$ cat config.mk
export PLATFORM = sky130hd
export DESIGN_NAME = cfg_column_scheduler
export DESIGN_NICKNAME = d
export VERILOG_FILES = /design/src/rtl/cfg_sched_pkg.sv /design/src/rtl/cfg_word_serializer.sv /design/src/rtl/cfg_column_scheduler.sv
export SDC_FILE = /design/constraint.sdc
export NUM_CORES = 1
export LEC_CHECK = 0
export BUFFER_PORTS_ARGS = -buffer_cell sky130_fd_sc_hd__buf_2
export CAP_MARGIN = 20
export CORE_UTILIZATION = 58
export DETAILED_ROUTE_END_ITERATION = 7
export PLACE_DENSITY_LB_ADDON = 0.15
export SLEW_MARGIN = 5
export SYNTH_ARGS = -nofsm -noshare
export SYNTH_HDL_FRONTEND = slang
export SYNTH_SLANG_ARGS = --single-unit
$ cat constraint.sdc
create_clock -name wb_clk_i -period 4.06 [get_ports wb_clk_i]
set_input_delay 0.812 -clock wb_clk_i [delete_from_list [all_inputs] [get_ports wb_clk_i]]
set_output_delay 0.812 -clock wb_clk_i [all_outputs]
set_load 0.005 [all_outputs]
$ cat src/rtl/cfg_sched_pkg.sv
// Shared types and constants for the column configuration scheduler.
package cfg_sched_pkg;

  localparam int CFG_WORD_W              = 32;
  localparam int CLB_TILE_BITSTREAM_SIZE = 64;
  localparam int NUM_ROWS                = 16;
  localparam int CFG_BITS_PER_COL        = CLB_TILE_BITSTREAM_SIZE * NUM_ROWS;

  typedef enum logic [2:0] {
    ST_IDLE,
    ST_LOAD,
    ST_SHIFT,
    ST_COMMIT,
    ST_DONE
  } sched_state_e;

  // Index width that stays legal when the count collapses to a single entry.
  function automatic int idx_width(input int n);
    return (n > 1) ? $clog2(n) : 1;
  endfunction

endpackage

$ cat src/rtl/cfg_word_serializer.sv
// Holds one bitstream word and presents it LSB-first, flagging its final bit.
module cfg_word_serializer #(
  parameter int WORD_W = 32
) (
  input  logic              clk_i,
  input  logic              rst_i,
  input  logic              load_i,
  input  logic              shift_i,
  input  logic [WORD_W-1:0] data_i,
  output logic              bit_o,
  output logic              last_bit_o
);

  localparam int IDX_W = (WORD_W > 1) ? $clog2(WORD_W) : 1;

  logic [WORD_W-1:0] sreg_q;
  logic [IDX_W-1:0]  idx_q;

  always_ff @(posedge clk_i or posedge rst_i) begin
    if (rst_i) begin
      sreg_q <= '0;
      idx_q  <= '0;
    end else if (load_i) begin
      sreg_q <= data_i;
      idx_q  <= '0;
    end else if (shift_i) begin
      sreg_q <= sreg_q >> 1;
      idx_q  <= idx_q + IDX_W'(1);
    end
  end

  assign bit_o      = sreg_q[0];
  assign last_bit_o = (idx_q == IDX_W'(WORD_W - 1));

endmodule

$ cat src/rtl/cfg_column_scheduler.sv
// Streams bitstream words into per-column config chains, one column at a time,
// and releases fabric reset once every column has been committed.
module cfg_column_scheduler
  import cfg_sched_pkg::*;
#(
  parameter int NUM_COLS     = 2,
  parameter int BITS_PER_COL = CFG_BITS_PER_COL,
  parameter int WORD_W       = CFG_WORD_W
) (
  input  logic                                   wb_clk_i,
  input  logic                                   wb_rst_i,
  input  logic                                   start,
  input  logic                                   abort,
  input  logic                                   in_valid,
  output logic                                   in_ready,
  input  logic [WORD_W-1:0]                      in_data,
  output logic                                   shift_out,
  output logic [NUM_COLS-1:0]                    cen,
  output logic [NUM_COLS-1:0]                    set_out,
  output logic                                   busy,
  output logic                                   done,
  output logic                                   fpga_rst_o,
  output logic [idx_width(NUM_COLS)-1:0]         col_idx,
  output logic [$clog2(BITS_PER_COL+1)-1:0]      bit_cnt
);

  localparam int COL_W = idx_width(NUM_COLS);
  localparam int CNT_W = $clog2(BITS_PER_COL + 1);

  sched_state_e        state_q, state_d;
  logic [COL_W-1:0]    col_q, col_d;
  logic [CNT_W-1:0]    cnt_q, cnt_d;
  logic [NUM_COLS-1:0] set_q, set_d;
  logic                done_q, done_d;
  logic                frst_q, frst_d;
  logic                shift_en;
  logic                ser_bit;
  logic                word_last;
  logic                col_last_bit;
  logic                col_last;
  logic                busy_w;

  assign busy_w       = (state_q == ST_LOAD) || (state_q == ST_SHIFT) || (state_q == ST_COMMIT);
  assign col_last_bit = (cnt_q == CNT_W'(BITS_PER_COL - 1));
  assign col_last     = (col_q == COL_W'(NUM_COLS - 1));

  always_ff @(posedge wb_clk_i or posedge wb_rst_i) begin
    if (wb_rst_i) begin
      state_q <= ST_IDLE;
      col_q   <= '0;
      cnt_q   <= '0;
      set_q   <= '0;
      done_q  <= 1'b0;
      frst_q  <= 1'b1;
    end else begin
      state_q <= state_d;
      col_q   <= col_d;
      cnt_q   <= cnt_d;
      set_q   <= set_d;
      done_q  <= done_d;
      frst_q  <= frst_d;
    end
  end

  always_comb begin
    state_d  = state_q;
    col_d    = col_q;
    cnt_d    = cnt_q;
    set_d    = set_q;
    done_d   = done_q;
    frst_d   = frst_q;
    shift_en = 1'b0;
    // Abort outranks everything, including a coincident start.
    if (abort && busy_w) begin
      state_d = ST_IDLE;
      set_d   = '0;
      done_d  = 1'b0;
      frst_d  = 1'b1;
    end else begin
      case (state_q)
        ST_IDLE, ST_DONE: begin
          if (start && !abort) begin
            state_d = ST_LOAD;
            set_d   = '0;
            col_d   = '0;
            cnt_d   = '0;
            done_d  = 1'b0;
            frst_d  = 1'b1;
          end
        end
        ST_LOAD: begin
          if (in_valid) state_d = ST_SHIFT;
        end
        ST_SHIFT: begin
          shift_en = 1'b1;
          cnt_d    = cnt_q + CNT_W'(1);
          // Column end wins over word end: leftover word bits are discarded.
          if (col_last_bit)   state_d = ST_COMMIT;
          else if (word_last) state_d = ST_LOAD;
        end
        ST_COMMIT: begin
          set_d[col_q] = 1'b1;
          if (col_last) begin
            state_d = ST_DONE;
            done_d  = 1'b1;
            frst_d  = 1'b0;
          end else begin
            state_d = ST_LOAD;
            col_d   = col_q + COL_W'(1);
            cnt_d   = '0;
          end
        end
        default: state_d = ST_IDLE;
      endcase
    end
  end

  cfg_word_serializer #(
    .WORD_W (WORD_W)
  ) u_ser (
    .clk_i      (wb_clk_i),
    .rst_i      (wb_rst_i),
    .load_i     (in_valid && in_ready),
    .shift_i    (shift_en),
    .data_i     (in_data),
    .bit_o      (ser_bit),
    .last_bit_o (word_last)
  );

  always_comb begin
    cen = '0;
    if (state_q == ST_SHIFT) cen[col_q] = 1'b1;
  end

  assign in_ready   = (state_q == ST_LOAD);
  assign shift_out  = (state_q == ST_SHIFT) && ser_bit;
  assign set_out    = set_q;
  assign busy       = busy_w;
  assign done       = done_q;
  assign fpga_rst_o = frst_q;
  assign col_idx    = col_q;
  assign bit_cnt    = cnt_q;

endmodule

Yosys cells after proc, flatten, opt, wreduce, memory -nomap -nowiden

Cells that the tools add are included.
Widths: inputs -> output; s select.

Register bits after elaboration: 56
Word-level logic and storage cells: 78
Output and inout bits: 21
Input port bits: 37

$add $sub $neg: 3
Bitwise operators: 2
Order comparisons: 2
Muxes and demuxes: 32
Equality and inequality tests: 12
Reductions and logical operators: 19

Operators by type and width:

| kind                  | number |
|---|---|
| $mux 32               | 2 |
| $pmux 11 s3           | 1 |
| $mux 11               | 2 |
| $mux 3                | 6 |
| $pmux 3 s4            | 1 |
| $add 11x1->11 const B | 1 |
| $eq 11x10->1 const B  | 1 |
| $mux 1                | 10 |
| $mux 5                | 2 |
| $reduce_and 3->1      | 3 |
| $eq 3x2->1 const B    | 2 |
| $mux 2                | 3 |
| $ne 3x2->1 const B    | 2 |
| $pmux 1 s2            | 3 |
| $reduce_bool 3->1     | 2 |
| $add 5x1->5 const B   | 1 |
| $eq 5x5->1 const B    | 1 |
| $logic_and 1x1->1     | 5 |
| $ne 2x2->1 const B    | 2 |
| $ne 4x2->1 const B    | 1 |
| $pmux 2 s2            | 1 |
| $reduce_and 4->1      | 1 |
| $reduce_bool 2->1     | 2 |
| $eq 3x1->1 const B    | 1 |
| other kinds (13)      | 14 |

Depth between registers and ports, before layout

Word-level depth: 7
Gate-level depth with buffers: 7
Mapped depth without buffers: 5

Hierarchy

From an unflattened synthesis, not the netlist that was laid out.

Cells, all modules: 283
Area total of the unflattened synthesis: 2834.0 um^2

By module, submodules not included:

| module               | sequential area each (um^2) | cells each | instances | area an instance (um^2) |
|---|---|---|---|---|
| cfg_word_serializer  | 925.9                       | 161        | 1         | 1731.7 |
| cfg_column_scheduler | 476.7                       | 122        | 1         | 1102.3 |

Worst setup path after synthesis

No wires, ideal clock.

Path kind: input -> register
Start point: input port abort
End point: register u_ser.sreg_q[15]
Setup slack: 2.024 ns
Library setup time: 0.121 ns
Required time: 3.939 ns
Stages on the path: 6
Buffers on the path: 3
Data arrival time: 1.915 ns
Cell sequence: buf_2 > or4b_1 > buf_2 > buf_2 > o22ai_1 > nor2_1

Longest elaborated chain between the ends: 3

Ends and longest elaborated chain:

| what                               | line                       | RTL |
|---|---|---|
| start, declared                    | cfg_column_scheduler.sv:13 | `input logic abort,` |
| $logic_and 1x1->1                  | cfg_column_scheduler.sv:74 | `if (abort && busy_w) begin` |
| $mux 1                             | cfg_column_scheduler.sv:74 |  |
| $reduce_bool 2->1 (no source line) | --                         |  |
| end signal, assigned               | cfg_word_serializer.sv:24  | `sreg_q <= data_i;` |
| end signal, assigned               | cfg_word_serializer.sv:27  | `sreg_q <= sreg_q >> 1;` |
| end, declared                      | cfg_word_serializer.sv:16  | `logic [WORD_W-1:0] sreg_q;` |

Every way passes these cells.
A chain may end at the register's enable or synchronous reset.

Worst setup path after layout

Start point: register state_q[1]
End point: output port shift_out

Longest elaborated chain between the ends: 2

Ends and longest elaborated chain:

| what                   | line                        | RTL |
|---|---|---|
| start, declared        | cfg_column_scheduler.sv:30  | `sched_state_e state_q, state_d;` |
| start signal, assigned | cfg_column_scheduler.sv:56  | `state_q <= state_d;` |
| $eq 3x2->1             | cfg_column_scheduler.sv:136 | `assign shift_out = (state_q == ST_SHIFT) && ser_bit;` |
| $logic_and 1x1->1      | cfg_column_scheduler.sv:136 |  |
| end, declared          | cfg_column_scheduler.sv:17  | `output logic shift_out,` |

Every way passes these cells.

==> metrics.md <==
| Metric | Value |
|---|---|
| Fin. max-slew vios | 0 |
| Cell area after synthesis | 0.00268 mm2 |
| IO buf count | 57 |
| Top cells by count, synth | nor2_1, dfrtp_1, nand2_1 |
| Count leader, synth | nor2_1 |
| Reg2Reg Depth | 5 |
| Hold path endpoint | done |
| Min Tclk post-route | 2.60 ns |
| Dpl hpwl | 3690 um |
| Max VDD drop | 0.282 mV |
| Area growth syn-to-layout | 14.0% |
| Hold Fails Final Rpt | 0 |
| Critical path type | register to output port |
| CP arrival | 1.79 ns |
| Boundary Pins | 58 |
| Ant diodes | 0 |
| Overall Global Routing Usage | 23.8% |
| Worst skew pair latency | 0.31 ns |
| Via count | 2258 |
| Initial Utilization | 61.1% |
| Largest net degree at the start of global routing | 41 |
| R2R Setup Slk | 1.83 ns |
| Startpoint Class | register |
| Gpl congestion | 0.787 |
| Least-Margin Pin Slew | 0.890 ns |
| Crit-path slowest cell | dfrtp_1 |
| Wire per inst | 13.7 um |
| Hold Buf Count CTS | 0 |
| Crit share post-route | 64.1% |
| Final setup vio count | 0 |
| Area share of the largest cell type after synthesis | 51.4% |
| Cells after Synth | 291 |
| Total gr overflow | 0 |
| CTS Buffer Depth | 2 |
| DR iter-0 viols | 184 |
| Status | finished clean |
| Worst Skew | 0.00633 ns |
| Clock Sink Count | 56 |
| CORE AREA | 0.00438 mm2 |
| Synth Flop Type | dfrtp_1 |
| Power Density | 518 mW/mm2 |
| Share of layout cells above drive strength 1 | 22.2% |
| Yosys cell types | 43 |
| Antenna violations before repair | 0 |
| Crit-path max FO | 18 |
| CTS H-tree depth | 2 |
| RR Startpoint | state_q[0] |
| Number of synthesized flops with an enable pin | 0 |
| Max Cap Viol | 0 |
| Worst reg2reg endpoint | u_ser.sreg_q[20] |
| Seq/Total Area, Yosys | 52.4% |
| Critical Path Sink Type | output port |
| Post-route setup TNS | 0 ns |
| Clock tree from TritonCTS | built |
| Register bit total from synthesis | 56 |
| Vias in the first global route | 2105 |
| DRT Pass-1 Iters | 5 |
| Setup Buffers After CTS | 0 |
| Die Footprint | 0.00489 mm2 |
| Synthesized area per cell | 9.21 um2 |
| Horiz. Die Dim | 70.0 um |
| Worst hold start | done |
| DRC | 0 |
| Nets | 377 |
| Maximum clock frequency | 384 MHz |
| Hold depth | 1 |
| Critical path required time | 3.25 ns |
| Crit-path cells | nor3b_1 -> and2_1 -> buf_2 |
| # rows | 24 |
| ANT nets after route | 0 |
| Mapped Nets | 331 |
| Leak | 1.50 nW |
| Fin util | 69.7% |
| HP Class | register to register |
| Leading area contributor after synthesis | dfrtp_1 |
| CP peak stage delay | 0.64 ns |
| Clock buffer count from CTS | 5 |
| Post-synth ARST share | 100% |
| Synth top area cells | dfrtp_1, nor2_1, o22ai_1 |
| Final WL | 5350 um |
| Setup repair after global routing missed its margin | no |
| Clock-pin slew on the worst setup and hold paths | 0.09 ns |
| Yosys warnings | 0 |
| Post-CTS Resized | 0 |
| Largest delay share family, worst path | simple AND/OR/NAND/NOR gates |
| Buf+Inv Stages, Crit Path | 1 |
| Root Driver | clkbuf_8 |
| First-pass GRT wire length | 9320 um |
| Avg Vias per Cell | 5.79 |
| Die height | 70.0 um |
| Slew headroom | 40.7% |
## worst register-to-register path, stage by stage, from the launching register on
cell and delay (ns):
dfrtp_1 0.55, or4b_1 0.83, buf_8 0.26, nand2_2 0.33
nor2_1 0.08, nor2_1 0.11
## state kept, by name, indices dropped and copies added, names as in the netlist
name and flops:
u_ser.sreg_q 32, bit_cnt 11, u_ser.idx_q 5, state_q 3
set_out 2, col_idx 1, done 1, fpga_rst_o 1
## through the flow
| step | cells | worst slack [ns] | total power, W | area [um2] | hold slack, ns |
|---|---|---|---|---|---|
| 3_3_place_gp | 381 | 1.18 | 0.00127 | 2950 | 0.460 |
| 3_5_place_dp | 381 | 1.15 | 0.00129 | 2950 | 0.471 |
| 4_1_cts | 389 | 1.48 | 0.00159 | 3040 | 0.494 |
| 2_1_floorplan | 291 | 1.88 | 0.00117 | 2680 | 0.446 |
| 5_1_grt | 390 | 1.37 | 0.00170 | 3050 | 0.517 |
| 6_report | 390 | 1.46 | 0.00158 | 3050 | 0.492 |
## layer usage
layer / up-vias / share of wire (%) / global-route usage (%)
met3: 8 / 3.9 / 3.61
li1: 1128 / - / -
met5: - / 0 / 0
met1: 1060 / 48 / 33.4
met4: 0 / 1.5 / 8.67
met2: 62 / 47 / 37.7
## report_power, final
group          internal (W)  total, W  leakage (nW)  switching (W)
sequential         0.000746  0.000877         0.690       0.000131
combinational      0.000177  0.000406         0.758       0.000228
clock              0.000121  0.000299        0.0479       0.000178
## kinds of logic after synthesis
group | share of synthesized area [%]
compound gates | 18.5
xor+xnor | 0.981
fa+ha+maj | 1.78
buf+inv | 4.76
flops | 52.4
simple gates | 21.6
## final cells by class
cell class,instances,area [um2]
clock buffers,5,68.8
well taps,52,65.1
fillers,366,1330
multi-input cells,209,1160
inverters,3,11.3
repair buffers,62,330
flip-flops and latches,56,1400
clock inverters,3,18.8
## how the worst max path moves through the flow
stage	cells past startpoint	start	endpoint	slack, ns
after floorplan	1	wb_rst_i	bit_cnt[0]	1.88
after global placement	5	abort	u_ser.sreg_q[21]	1.18
after detailed placement	5	abort	u_ser.sreg_q[20]	1.15
after CTS	3	state_q[1]	shift_out	1.48
after global routing	3	state_q[1]	shift_out	1.37
final	3	state_q[1]	shift_out	1.46
## cells in the final DEF, fill, tap and decap left out, types with 2 or more instances in the layout
cell type / Yosys / final
a21o_1: 3 / 3
a21oi_1: 8 / 8
a22oi_1: 6 / 6
a31oi_1: 7 / 7
a41oi_1: 3 / 3
and3_1: 5 / 5
buf_2: 11 / 57
buf_4: 2 / 4
clkbuf_8: 0 / 5
clkinv_2: 0 / 2
dfrtp_1: 55 / 55
ha_1: 3 / 3
inv_1: 3 / 2
nand2_1: 32 / 32
nand2b_1: 2 / 2
nand3_1: 9 / 9
nand4_1: 2 / 2
nor2_1: 62 / 62
nor3b_1: 4 / 4
o21ai_0: 9 / 9
o21ai_1: 2 / 2
o22ai_1: 22 / 22
o31ai_1: 11 / 11
xor2_1: 2 / 2
No activity file was read; power rests on OpenSTA's default activity.
